**config.mk**
```make
export PLATFORM = sky130hd
export DESIGN_NAME = sgbus_stream_xroute
export DESIGN_NICKNAME = d
export VERILOG_FILES = /design/src/rtl/sgbus_stream_xroute.sv
export SDC_FILE = /design/constraint.sdc
export NUM_CORES = 1
export LEC_CHECK = 0
export BUFFER_PORTS_ARGS = -buffer_cell sky130_fd_sc_hd__buf_2
export CORE_AREA = 2 2 153 155
export DETAILED_ROUTE_END_ITERATION = 6
export DIE_AREA = 0 0 155 157
export PLACE_DENSITY = 0.51
export SETUP_SLACK_MARGIN = 0.5
export SYNTH_ARGS = -nofsm -noshare
export SYNTH_HDL_FRONTEND = slang
export SYNTH_SLANG_ARGS = --single-unit
```
**constraint.sdc**
```tcl
create_clock -name stream_clk -period 4.2 [get_ports stream_clk]
set_clock_uncertainty 0.05 [all_clocks]
set_input_delay 0.84 -clock stream_clk [delete_from_list [all_inputs] [get_ports stream_clk]]
set_output_delay 0.84 -clock stream_clk [all_outputs]
set_load 0.01 [all_outputs]
```
**src/rtl/sgbus_stream_xroute.sv**
```systemverilog
// sgbus_stream_xroute: routes sgbus packets from one AXI-Stream ingress to
// EngNum engines by header type, and merges engine return streams round-robin.
// Ports: stream_clk, reset (sync, active high); s_axis_* ingress;
// m_eng_axis_* egress to engines; s_eng_axis_* engine returns;
// m_axis_* merged return; rt_type/rt_en routing table; drop_cnt oversize drops.
// Option: define SGBUS_XROUTE_OVERSIZE_DROP_EN to discard pkt_len > MaxPayload.
// Header beat layout: data[7:0] = pkg_type_id, data[31:8] = pkt_len.
// Packets whose pkt_len does not fit the beat counter are framed modulo its width.
package sgbus_xroute_pkg;
  localparam int DataW = 32;
  localparam int TypeW = 8;
  localparam int LenW  = DataW - TypeW;
  typedef logic [DataW-1:0] sgbus_data_t;
  typedef struct packed {
    sgbus_data_t data;
  } sgbus_beat_t;
  typedef struct packed {
    logic        tvalid;
    sgbus_beat_t t;
  } sgbus_axis_req_t;
  typedef struct packed {
    logic tready;
  } sgbus_axis_resp_t;
endpackage

module sgbus_stream_xroute
  import sgbus_xroute_pkg::*;
#(
  parameter type axis_req_t  = sgbus_axis_req_t,
  parameter type axis_resp_t = sgbus_axis_resp_t,
  parameter type axis_data_t = sgbus_data_t,
  parameter int  EngNum      = 4,
  parameter int  MaxPayload  = 128,
  parameter int  DefaultEng  = EngNum - 1
) (
  input  logic              stream_clk,
  input  logic              reset,
  input  axis_req_t         s_axis_req,
  output axis_resp_t        s_axis_resp,
  output axis_req_t         m_eng_axis_req  [EngNum],
  input  axis_resp_t        m_eng_axis_resp [EngNum],
  input  axis_req_t         s_eng_axis_req  [EngNum],
  output axis_resp_t        s_eng_axis_resp [EngNum],
  output axis_req_t         m_axis_req,
  input  axis_resp_t        m_axis_resp,
  input  logic [TypeW-1:0]  rt_type [EngNum],
  input  logic [EngNum-1:0] rt_en,
  output logic [15:0]       drop_cnt
);
  localparam int IdxW = $clog2(EngNum);
  localparam int CntW = $clog2(MaxPayload) + 1;
  typedef logic [IdxW-1:0] idx_t;
  typedef logic [CntW-1:0] cnt_t;

  // ---------------- ingress ----------------
  typedef enum logic [1:0] {
    IN_IDLE,
    IN_FWD,
    IN_DROP
  } in_state_e;

  in_state_e       in_q, in_d;
  idx_t            in_dst_q, in_dst_d;
  idx_t            match, in_sel;
  cnt_t            in_cnt_q, in_cnt_d;
  axis_data_t      in_hdr;
  logic [LenW-1:0] in_len;
  logic            in_hs;
  logic            oversize;

  assign in_hdr = s_axis_req.t.data;
  assign in_len = in_hdr[DataW-1:TypeW];

  // Descending scan so the lowest matching index wins.
  always_comb begin
    match = idx_t'(DefaultEng);
    for (int i = EngNum - 1; i >= 0; i--) begin
      if (rt_en[i] && rt_type[i] == in_hdr[TypeW-1:0]) begin
        match = idx_t'(i);
      end
    end
  end

`ifdef SGBUS_XROUTE_OVERSIZE_DROP_EN
  assign oversize = in_len > LenW'(MaxPayload);
`else
  assign oversize = 1'b0;
`endif

  // Table lookup only applies to the header; body beats follow the latch.
  assign in_sel = (in_q == IN_IDLE) ? match : in_dst_q;

  always_comb begin
    for (int i = 0; i < EngNum; i++) begin
      m_eng_axis_req[i] = '0;
    end
    s_axis_resp = '0;
    if (!reset) begin
      if (in_q == IN_DROP || (in_q == IN_IDLE && oversize)) begin
        s_axis_resp.tready = 1'b1;
      end else begin
        m_eng_axis_req[in_sel] = s_axis_req;
        s_axis_resp            = m_eng_axis_resp[in_sel];
      end
    end
  end

  assign in_hs = s_axis_req.tvalid && s_axis_resp.tready;

  always_comb begin
    in_d     = in_q;
    in_dst_d = in_dst_q;
    in_cnt_d = in_cnt_q;
    if (in_hs) begin
      unique case (in_q)
        IN_IDLE: begin
          in_dst_d = match;
          in_cnt_d = cnt_t'(in_len);
          if (oversize) begin
            in_d = IN_DROP;
          end else if (in_len != '0) begin
            in_d = IN_FWD;
          end
        end
        default: begin
          in_cnt_d = in_cnt_q - 1'b1;
          if (in_cnt_q == cnt_t'(1)) begin
            in_d = IN_IDLE;
          end
        end
      endcase
    end
  end

  always_ff @(posedge stream_clk) begin
    if (reset) begin
      in_q     <= IN_IDLE;
      in_dst_q <= '0;
      in_cnt_q <= '0;
    end else begin
      in_q     <= in_d;
      in_dst_q <= in_dst_d;
      in_cnt_q <= in_cnt_d;
    end
  end

`ifdef SGBUS_XROUTE_OVERSIZE_DROP_EN
  always_ff @(posedge stream_clk) begin
    if (reset) begin
      drop_cnt <= '0;
    end else if (in_hs && in_q == IN_IDLE && oversize) begin
      if (drop_cnt != 16'hFFFF) begin
        drop_cnt <= drop_cnt + 16'd1;
      end
    end
  end
`else
  assign drop_cnt = '0;
`endif

  // ---------------- egress ----------------
  typedef enum logic {
    EG_IDLE,
    EG_LOCK
  } eg_state_e;

  eg_state_e       eg_q, eg_d;
  idx_t            gnt_q, gnt_d;
  idx_t            rr_q, rr_d;
  idx_t            pick, eg_sel;
  cnt_t            eg_cnt_q, eg_cnt_d;
  logic            found, eg_open, eg_hs;
  logic [LenW-1:0] eg_len;

  always_comb begin
    found = 1'b0;
    pick  = rr_q;
    for (int k = 0; k < EngNum; k++) begin
      if (!found && s_eng_axis_req[(int'(rr_q) + k) % EngNum].tvalid) begin
        found = 1'b1;
        pick  = idx_t'((int'(rr_q) + k) % EngNum);
      end
    end
  end

  assign eg_sel  = (eg_q == EG_IDLE) ? pick : gnt_q;
  assign eg_open = !reset && (eg_q == EG_LOCK || found);
  assign eg_len  = s_eng_axis_req[eg_sel].t.data[DataW-1:TypeW];

  always_comb begin
    m_axis_req = '0;
    for (int i = 0; i < EngNum; i++) begin
      s_eng_axis_resp[i] = '0;
    end
    if (eg_open) begin
      m_axis_req              = s_eng_axis_req[eg_sel];
      s_eng_axis_resp[eg_sel] = m_axis_resp;
    end
  end

  assign eg_hs = m_axis_req.tvalid && m_axis_resp.tready;

  always_comb begin
    eg_d     = eg_q;
    gnt_d    = gnt_q;
    rr_d     = rr_q;
    eg_cnt_d = eg_cnt_q;
    if (eg_hs) begin
      unique case (eg_q)
        EG_IDLE: begin
          gnt_d    = pick;
          rr_d     = (int'(pick) == EngNum - 1) ? '0 : pick + 1'b1;
          eg_cnt_d = cnt_t'(eg_len);
          if (eg_len != '0) begin
            eg_d = EG_LOCK;
          end
        end
        EG_LOCK: begin
          eg_cnt_d = eg_cnt_q - 1'b1;
          if (eg_cnt_q == cnt_t'(1)) begin
            eg_d = EG_IDLE;
          end
        end
      endcase
    end
  end

  always_ff @(posedge stream_clk) begin
    if (reset) begin
      eg_q     <= EG_IDLE;
      gnt_q    <= '0;
      rr_q     <= '0;
      eg_cnt_q <= '0;
    end else begin
      eg_q     <= eg_d;
      gnt_q    <= gnt_d;
      rr_q     <= rr_d;
      eg_cnt_q <= eg_cnt_d;
    end
  end

endmodule

```
Yosys cells after proc, flatten, opt, wreduce, memory -nomap -nowiden
Cells that the tools add are included.
- register bits after elaboration: 25
- output and inout bits: 186
- bits of input ports: 208
- word-level logic and storage cells: 115
- $lt $le $gt $ge: 8
- mux-type cells: 49
- bitwise gates (word level): 12
- $add $sub $neg: 6
- reductions and logical operators: 25
- equal/unequal tests: 8
- operator list (cell ; count):
    33-bit two-way mux ; 12
    33-bit binary-select mux with 2-bit select ; 5
    132-bit two-way mux ; 2
    132-bit bitwise AND ; 1
    32-bit by 3-bit >= comparator with 1-bit output (second input constant) ; 4
    32-bit inverter ; 3
    33-bit demux with 2-bit select ; 1
    24-bit nonzero test ; 2
    2-bit inverter with 32-bit output ; 1
    8-bit equality test ; 3
    2-bit two-way mux ; 11
    8-bit by 1-bit equality test with 1-bit output (second input constant) ; 2
    8-bit one-hot mux with 2 select lines ; 1
    8-bit by 1-bit subtractor with 8-bit output (second input constant) ; 2
    1-bit two-way mux ; 12
    1-bit logical AND ; 11
    8-bit two-way mux ; 1
    3-bit >= comparator (second input constant) ; 2
    3-bit by 1-bit < comparator with 1-bit output (second input constant) ; 2
    2-bit inverter with 3-bit output ; 2
    2-bit OR reduction ; 3
    2-bit by 1-bit adder with 2-bit output (second input constant) ; 2
    2-bit adder (second input constant) ; 2
    4-bit bitwise AND ; 1
    15 further kinds ; 20

Logic depth before layout (Yosys ltp)
Gate-level depths: netlist (run 1).
- depth after elaboration: 23
- depth in mapped cells: 12
- gate-level depth less buffers: 8

Worst setup path after synthesis (run 1)
Ideal clock, no wire load.
- kind: input-to-output
- from: in s_eng_axis_req[32] in the netlist's numbering
- to: out m_axis_req[2] in the netlist's numbering
- buffers on the path: 3
- path slack: 0.521 ns
- required time: 3.310 ns
- arrival: 2.789 ns
- stages on the path: 8
- path through: or2_2 -> a21oi_1 -> o41a_1 -> buf_2 -> buf_4 -> buf_2 -> mux4_2 -> and2_1
- RTL lines (item ; RTL line ; text):
    from (decl) ; 42 ; input axis_req_t s_eng_axis_req [EngNum],
    to (decl) ; 44 ; output axis_req_t m_axis_req,

==> results of run 1 <==
[report_power, final]
group          leakage, nW  switching [mW]  internal, mW
clock               0.0442          0.0863         0.146
combinational         3.26           0.549         0.473
sequential           0.196          0.0278         0.246
[area by class of cell]
class / count / area (µm²)
multi-input cells: 572 / 3467
flip-flops and latches: 24 / 480.5
inverters: 11 / 41.29
diodes: 3 / 7.507
repair buffers: 408 / 2356
fillers: 2525 / 15710
clock buffers: 4 / 88.84
well taps: 285 / 356.6
[cell usage after synthesis (4+ instances only)]
cell,n,area share (%)
and2_1,31,4.7
nand3_1,7,0.85
nor3_1,13,1.6
a32oi_1,17,3.6
nor2_1,155,14
nor2b_1,5,0.76
buf_4,19,3.4
nand2_1,119,11
buf_6,4,1.1
a211oi_1,8,1.4
a32o_1,4,0.97
xnor2_1,19,4.0
ha_1,4,1.2
inv_1,10,0.91
buf_2,10,1.2
o21ai_0,13,1.6
nand4_1,9,1.4
nand2b_1,7,1.1
dfxtp_1,24,12
nor4_1,14,2.1
mux4_2,9,4.9
xor2_1,7,1.5
a21oi_1,39,4.7
mux2i_1,23,5.6
clkbuf_1,32,2.9
[cells by family after synthesis]
logic type	after synthesis	share of synthesized area [%]
buffers and inverters	76	9.635
and+or+nand+nor	381	41.41
other	1	0.09052
AOI/OAI and AO/OA	112	19.84
muxes	33	10.72
adders and majority gates	4	1.208
DFF	24	11.60
xor gates and xnor gates	26	5.497
[placed cells by master, fill, tap and decap left out, types with 16 or more instances in the layout]
master   count
conb_1      16
a21oi_1     33
nand2_1    119
dfxtp_1     24
buf_4       26
mux2i_1     22
and2_1      30
buf_2      365
xnor2_1     19
nor2_1     154
[metrics by stage]
step	hold slack, ps	utilization [%]	worst slack, ps
2_1_floorplan	399.4	-	520.6
3_3_place_gp	416.6	27.71	321.4
3_5_place_dp	418.1	27.71	299.5
4_1_cts	429.8	28.92	484.2
5_1_grt	489.0	30.20	461.7
6_report	425.7	30.21	525.5
[per-layer routing]
| layer | track usage, % | vias to the layer above | wire, µm |
|---|---|---|---|
| li1 | - | 2962 | - |
| met5 | 0 | - | 0 |
| met1 | 16.51 | 2798 | 8130 |
| met4 | 6.746 | 0 | 718 |
| met3 | 2.010 | 27 | 1267 |
| met2 | 32.95 | 279 | 11890 |
[worst max path at each step]
stage	from	end	slack, ps	cells past startpoint
floorplan	s_eng_axis_req[32]	m_axis_req[2]	520	8
global placement	s_eng_axis_req[32]	m_axis_req[12]	320	9
detailed placement	s_eng_axis_req[32]	m_axis_req[12]	300	9
CTS	s_eng_axis_req[65]	m_axis_req[19]	480	9
global route	s_eng_axis_req[32]	m_axis_req[18]	460	9
finish	s_eng_axis_req[131]	m_axis_req[11]	530	10
[sequential cells by signal, indices dropped and copies added, names as in the netlist]
signal,flops
gnt_q,2
in_cnt_q,8
eg_cnt_q,8
eg_q,1
rr_q,2
in_dst_q,2
in_q,1
[critical path, cell delays in order]
cell and delay [ps]:
buf_6 110, or3b_1 370, and4b_4 220, o31ai_4 240, buf_6 180, buf_12 140, a21oi_1 60, a32oi_2 310
and2_1 180, buf_2 130
[timing repair]
item                                   in CTS  in global routing
buffers inserted                            4                 10
cloned                                      3                  3
resized for setup                          10                 33
endpoints found under the hold margin       0                  0
pin swaps                                   3                 17
setup endpoints to repair                  35                113
==> results by group, run 1 <==
Place
  – PortBufs: 368
  – Final Wtd Congestion: 0.8465
  – Placed insts: 1280
  – Placed wire-length estimate: 17.14 mm
  – Placed Area: 0.006236 mm²

Detailed routing
  – DR WL/cell: 16.84 µm
  – Final ANT Viol Nets: 0
  – Routed wire length: 22.01 mm
  – Via count: 6066
  – # DRC: 0
  – Detailed Routing Iterations Pass 1: 4
  – Via density: 4.641
  – Initial DRC count: 297

Global routing
  – Vias in the first global route: 5927
  – Overflow after GRT: 0
  – Initial antenna violation count: 2
  – Total Routing Usage GR: 16.21%
  – First-pass GRT wire length: 31.28 mm
  – Largest net degree at the start of global routing: 44

Logic synthesis
  – Sequential share of the synthesized area: 11.60%
  – Synth Register Bits: 24
  – Synthesized instance count: 657
  – Post-synth EDFFs: 0
  – Post-synth top flop: dfxtp_1
  – Synthesized area: 0.004143 mm²
  – Syn_area_per_cell: 6.306 µm²
  – Unique cell type count in the Yosys netlist: 62
  – Fraction of registers with async set/reset: 0%
  – Yosys warns: 0

CTS
  – CTS root buf: clkbuf_16
  – Clk buf depth: 2
  – Post-CTS Hold Fix Bufs: 0
  – Worst-Skew Late Latency: 260 ps
  – H-tree depth: 1
  – Clk sink count: 24
  – Cts bufs inserted: 3
  – TritonCTS clock tree: done
  – Worst-path clk slew: 70 ps

STA
  – Sum Neg Setup Slack: 0 ps
  – Max Freq: 272.1 MHz
  – Tmin final: 3674 ps
  – Final count of hold timing violations: 0
  – Slew at the pin closest to its max-slew limit: 697.3 ps
  – Final Slew Violations: 0
  – Worst slew margin: 53.45%
  – Tcrit/Tclk final: 87.49%
  – RSZ-0062 raised after global routing: yes
  – # setup viols final: 0

Die
  – Core box area: 0.02250 mm²
  – Die W: 155 µm
  – Initial Utilization: 18.41%
  – Ports: 394
  – Die ar.: 0.02434 mm²
  – Rows: 55
  – Die Y: 157 µm

Worst hold path
  – Worst min path class: reg2reg
  – Hold endpoint: in_cnt_q[5]
  – Hold path depth: 2
  – HP Start: in_cnt_q[5]

Power and ir drop
  – Peak supply drop: 0.0001472 V
  – Pwr/cell area: 224.8 mW/mm²
  – Leak: 3.496 nW
  – Tot Pwr: 1.528 mW

Outcome
  – Run status: completed

Final layout
  – Final net count: 1232
  – Fin area: 0.006798 mm²
  – Layout cells sized above 1: 44.75%
  – Fin cells: 1307
  – Synthesis-to-finish area growth: 64.09%

Setup path
  – WP data required: 3310 ps
  – Reg2Reg Depth: 11
  – Worst Path Max Fanout: 8
  – R2R Path End: eg_cnt_q[2]
  – Startpoint types: input port
  – Worst setup EP type: output port
  – Critical path arrival: 2780 ps
  – RR Startpoint: rr_q[1]
  – Crit Path Category: in2out
  – FF-to-FF setup slack: 950 ps

Job
  – Max-cap violations: 0
Note: power is estimated with default switching activity, not from simulation.
==> run 2: changes to the inputs <==
REMOVE_ABC_BUFFERS = 1   (was default)
==> results by group, run 2 (same netlist as run 1, synthesis figures left out) <==
CTS
  – Worst-Skew Late Latency: 260 ps (about the same)
  – Clk buf depth: 2 (unchanged)
  – H-tree depth: 1 (unchanged)
  – Clk sink count: 24 (unchanged)
  – Cts bufs inserted: 3 (unchanged)
  – Post-CTS Hold Fix Bufs: 0 (unchanged)
  – Worst-path clk slew: 70 ps (about the same)
  – CTS root buf: clkbuf_16
  – TritonCTS clock tree: done

Setup path
  – Critical path arrival: 2740 ps (-40 ps)
  – R2R Path End: eg_q
  – Crit Path Category: in2out
  – Worst Path Max Fanout: 33 (+25)
  – Startpoint types: input port
  – Worst setup EP type: output port
  – RR Startpoint: rr_q[1]
  – Reg2Reg Depth: 11 (unchanged)
  – WP data required: 3310 ps (about the same)
  – FF-to-FF setup slack: 1280 ps (+330 ps)

STA
  – RSZ-0062 raised after global routing: yes
  – Setup ws final: 573.2 ps (+47.67 ps)
  – Worst slew margin: 49.31% (-4.1 points)
  – Max Freq: 275.7 MHz (+1.3%)
  – Tcrit/Tclk final: 86.35% (-1.1 points)
  – Final count of hold timing violations: 0 (unchanged)
  – Slew at the pin closest to its max-slew limit: 759.3 ps (+61.95 ps)
  – Tmin final: 3627 ps (-47.67 ps)
  – # setup viols final: 0 (unchanged)
  – Hold Slack: 432.1 ps (+6.382 ps)
  – Final Slew Violations: 0 (unchanged)

Final layout
  – Top flop regs: eg_cnt_q x8, in_cnt_q x8
  – Most frequent cells in the layout: buf_2 (368), nor2_1 (155), nand2_1 (117)
  – Synthesis-to-finish area growth: 62.94%
  – Most common cell after layout, fill and taps aside: buf_2
  – Final net count: 1228 (-0.32%)
  – Layout cells sized above 1: 44.04% (-0.71 points)
  – Filler Cells Inserted: 2530 (+0.20%)

Place
  – Worst slack, placed: 347.2 ps (+47.73 ps)
  – PortBufs: 368 (unchanged)
  – Final Wtd Congestion: 0.8444 (-0.25%)
  – Placed wire-length estimate: 17.14 mm (about the same)

Global routing
  – First-pass GRT wire length: 30.68 mm (-1.9%)
  – Total Routing Usage GR: 15.94% (-0.28 points)
  – Overflow after GRT: 0 (unchanged)
  – Vias in the first global route: 5600 (-5.5%)
  – Initial antenna violation count: 7 (+5)
  – Largest net degree at the start of global routing: 60 (+36%)

Detailed routing
  – DR WL/cell: 17.20 µm (+2.2%)
  – # DRC: 0 (unchanged)
  – Detailed Routing Iterations Pass 1: 4 (unchanged)
  – Initial DRC count: 392 (+32%)
  – Via count: 6015 (-0.84%)
  – Routed wire length: 22.40 mm (+1.8%)
  – Via density: 4.620 (-0.46%)
  – Final ANT Viol Nets: 0 (unchanged)

Die
  – Core box area: 0.02250 mm² (unchanged)
  – Ports: 394 (unchanged)
  – Die W: 155 µm (unchanged)
  – Die Y: 157 µm (unchanged)
  – Initial Utilization: 18.41% (unchanged)
  – Rows: 55 (unchanged)
  – Die ar.: 0.02434 mm² (unchanged)

Worst hold path
  – Worst min path class: reg2reg
  – Hold path depth: 2 (unchanged)
  – HP Start: in_cnt_q[5]
  – Hold endpoint: in_cnt_q[5]

Job
  – Max-cap violations: 0 (unchanged)

Outcome
  – Run status: completed

Power and ir drop
  – Peak supply drop: 0.0001394 V (-5.3%)
  – Leak: 3.479 nW (-0.49%)
  – Pwr/cell area: 219.3 mW/mm² (-2.4%)
run 2: how the worst max path moves through the flow:
stage | start | end | depth (start not counted)
5_1_grt | s_axis_req[0] | m_eng_axis_req[33] | 9
3_3_place_gp | s_axis_req[3] | s_axis_resp | 9
4_1_cts | s_axis_req[3] | s_axis_resp | 9
3_5_place_dp | s_axis_req[3] | s_axis_resp | 9
6_report | s_axis_req[0] | m_eng_axis_req[49] | 9
2_1_floorplan | s_eng_axis_req[32] | m_axis_req[0] | 5
run 2: metal layers:
metal / GRT usage, % / part of all wire (%) / vias up
met5: 0 / 0 / -
met4: 4.189 / 2.0 / 0
met3: 1.542 / 5.8 / 24
met2: 33.27 / 57 / 297
met1: 16.72 / 36 / 2736
li1: - / - / 2958
run 2: report_power, final:
| part | switching (mW) | internal [mW] |
|---|---|---|
| registers | 0.0296 | 0.246 |
| logic | 0.528 | 0.443 |
| clock network | 0.0882 | 0.146 |
run 2: repair_timing:
action | 4_1_cts | 5_1_grt
setup endpoints to repair | 84 | 133
setup buffers | 1 | 7
pin swaps | 1 | 9
cloned | 1 | 7
gates resized for setup | 10 | 21
run 2: critical path: stages:
cell     delay, ps
buf_2          130
xor2_1         170
nor4_2         290
nand4_1        220
or2_4          300
o32a_1         330
buf_12         180
nor2_1         120
buf_2          150
run 2: per-stage QoR:
step | utilization (%) | setup TNS, ps | std cells | area (µm²) | power (mW)
floorplan | - | -9735 | 607 | 3841 | 0.7695
global placement | 27.77 | 0 | 1280 | 6248 | 1.139
detailed placement | 27.77 | 0 | 1280 | 6248 | 1.142
CTS | 28.53 | 0 | 1286 | 6421 | 1.410
global route | 30.00 | 0 | 1302 | 6750 | 1.593
finish | 30.00 | 0 | 1302 | 6750 | 1.481
run 2: final cells by class:
class                           count  area, µm²  share of cell area, %
Clock buffer                        4      88.84                  1.316
Tap cell                          285      356.6                  5.283
Timing Repair Buffer              404       2332                  34.55
Sequential cell                    24      480.5                  7.118
Inverter                           11      41.29                 0.6117
Multi-Input combinational cell    572       3446                  51.05
Antenna cell                        2      5.005                0.07414
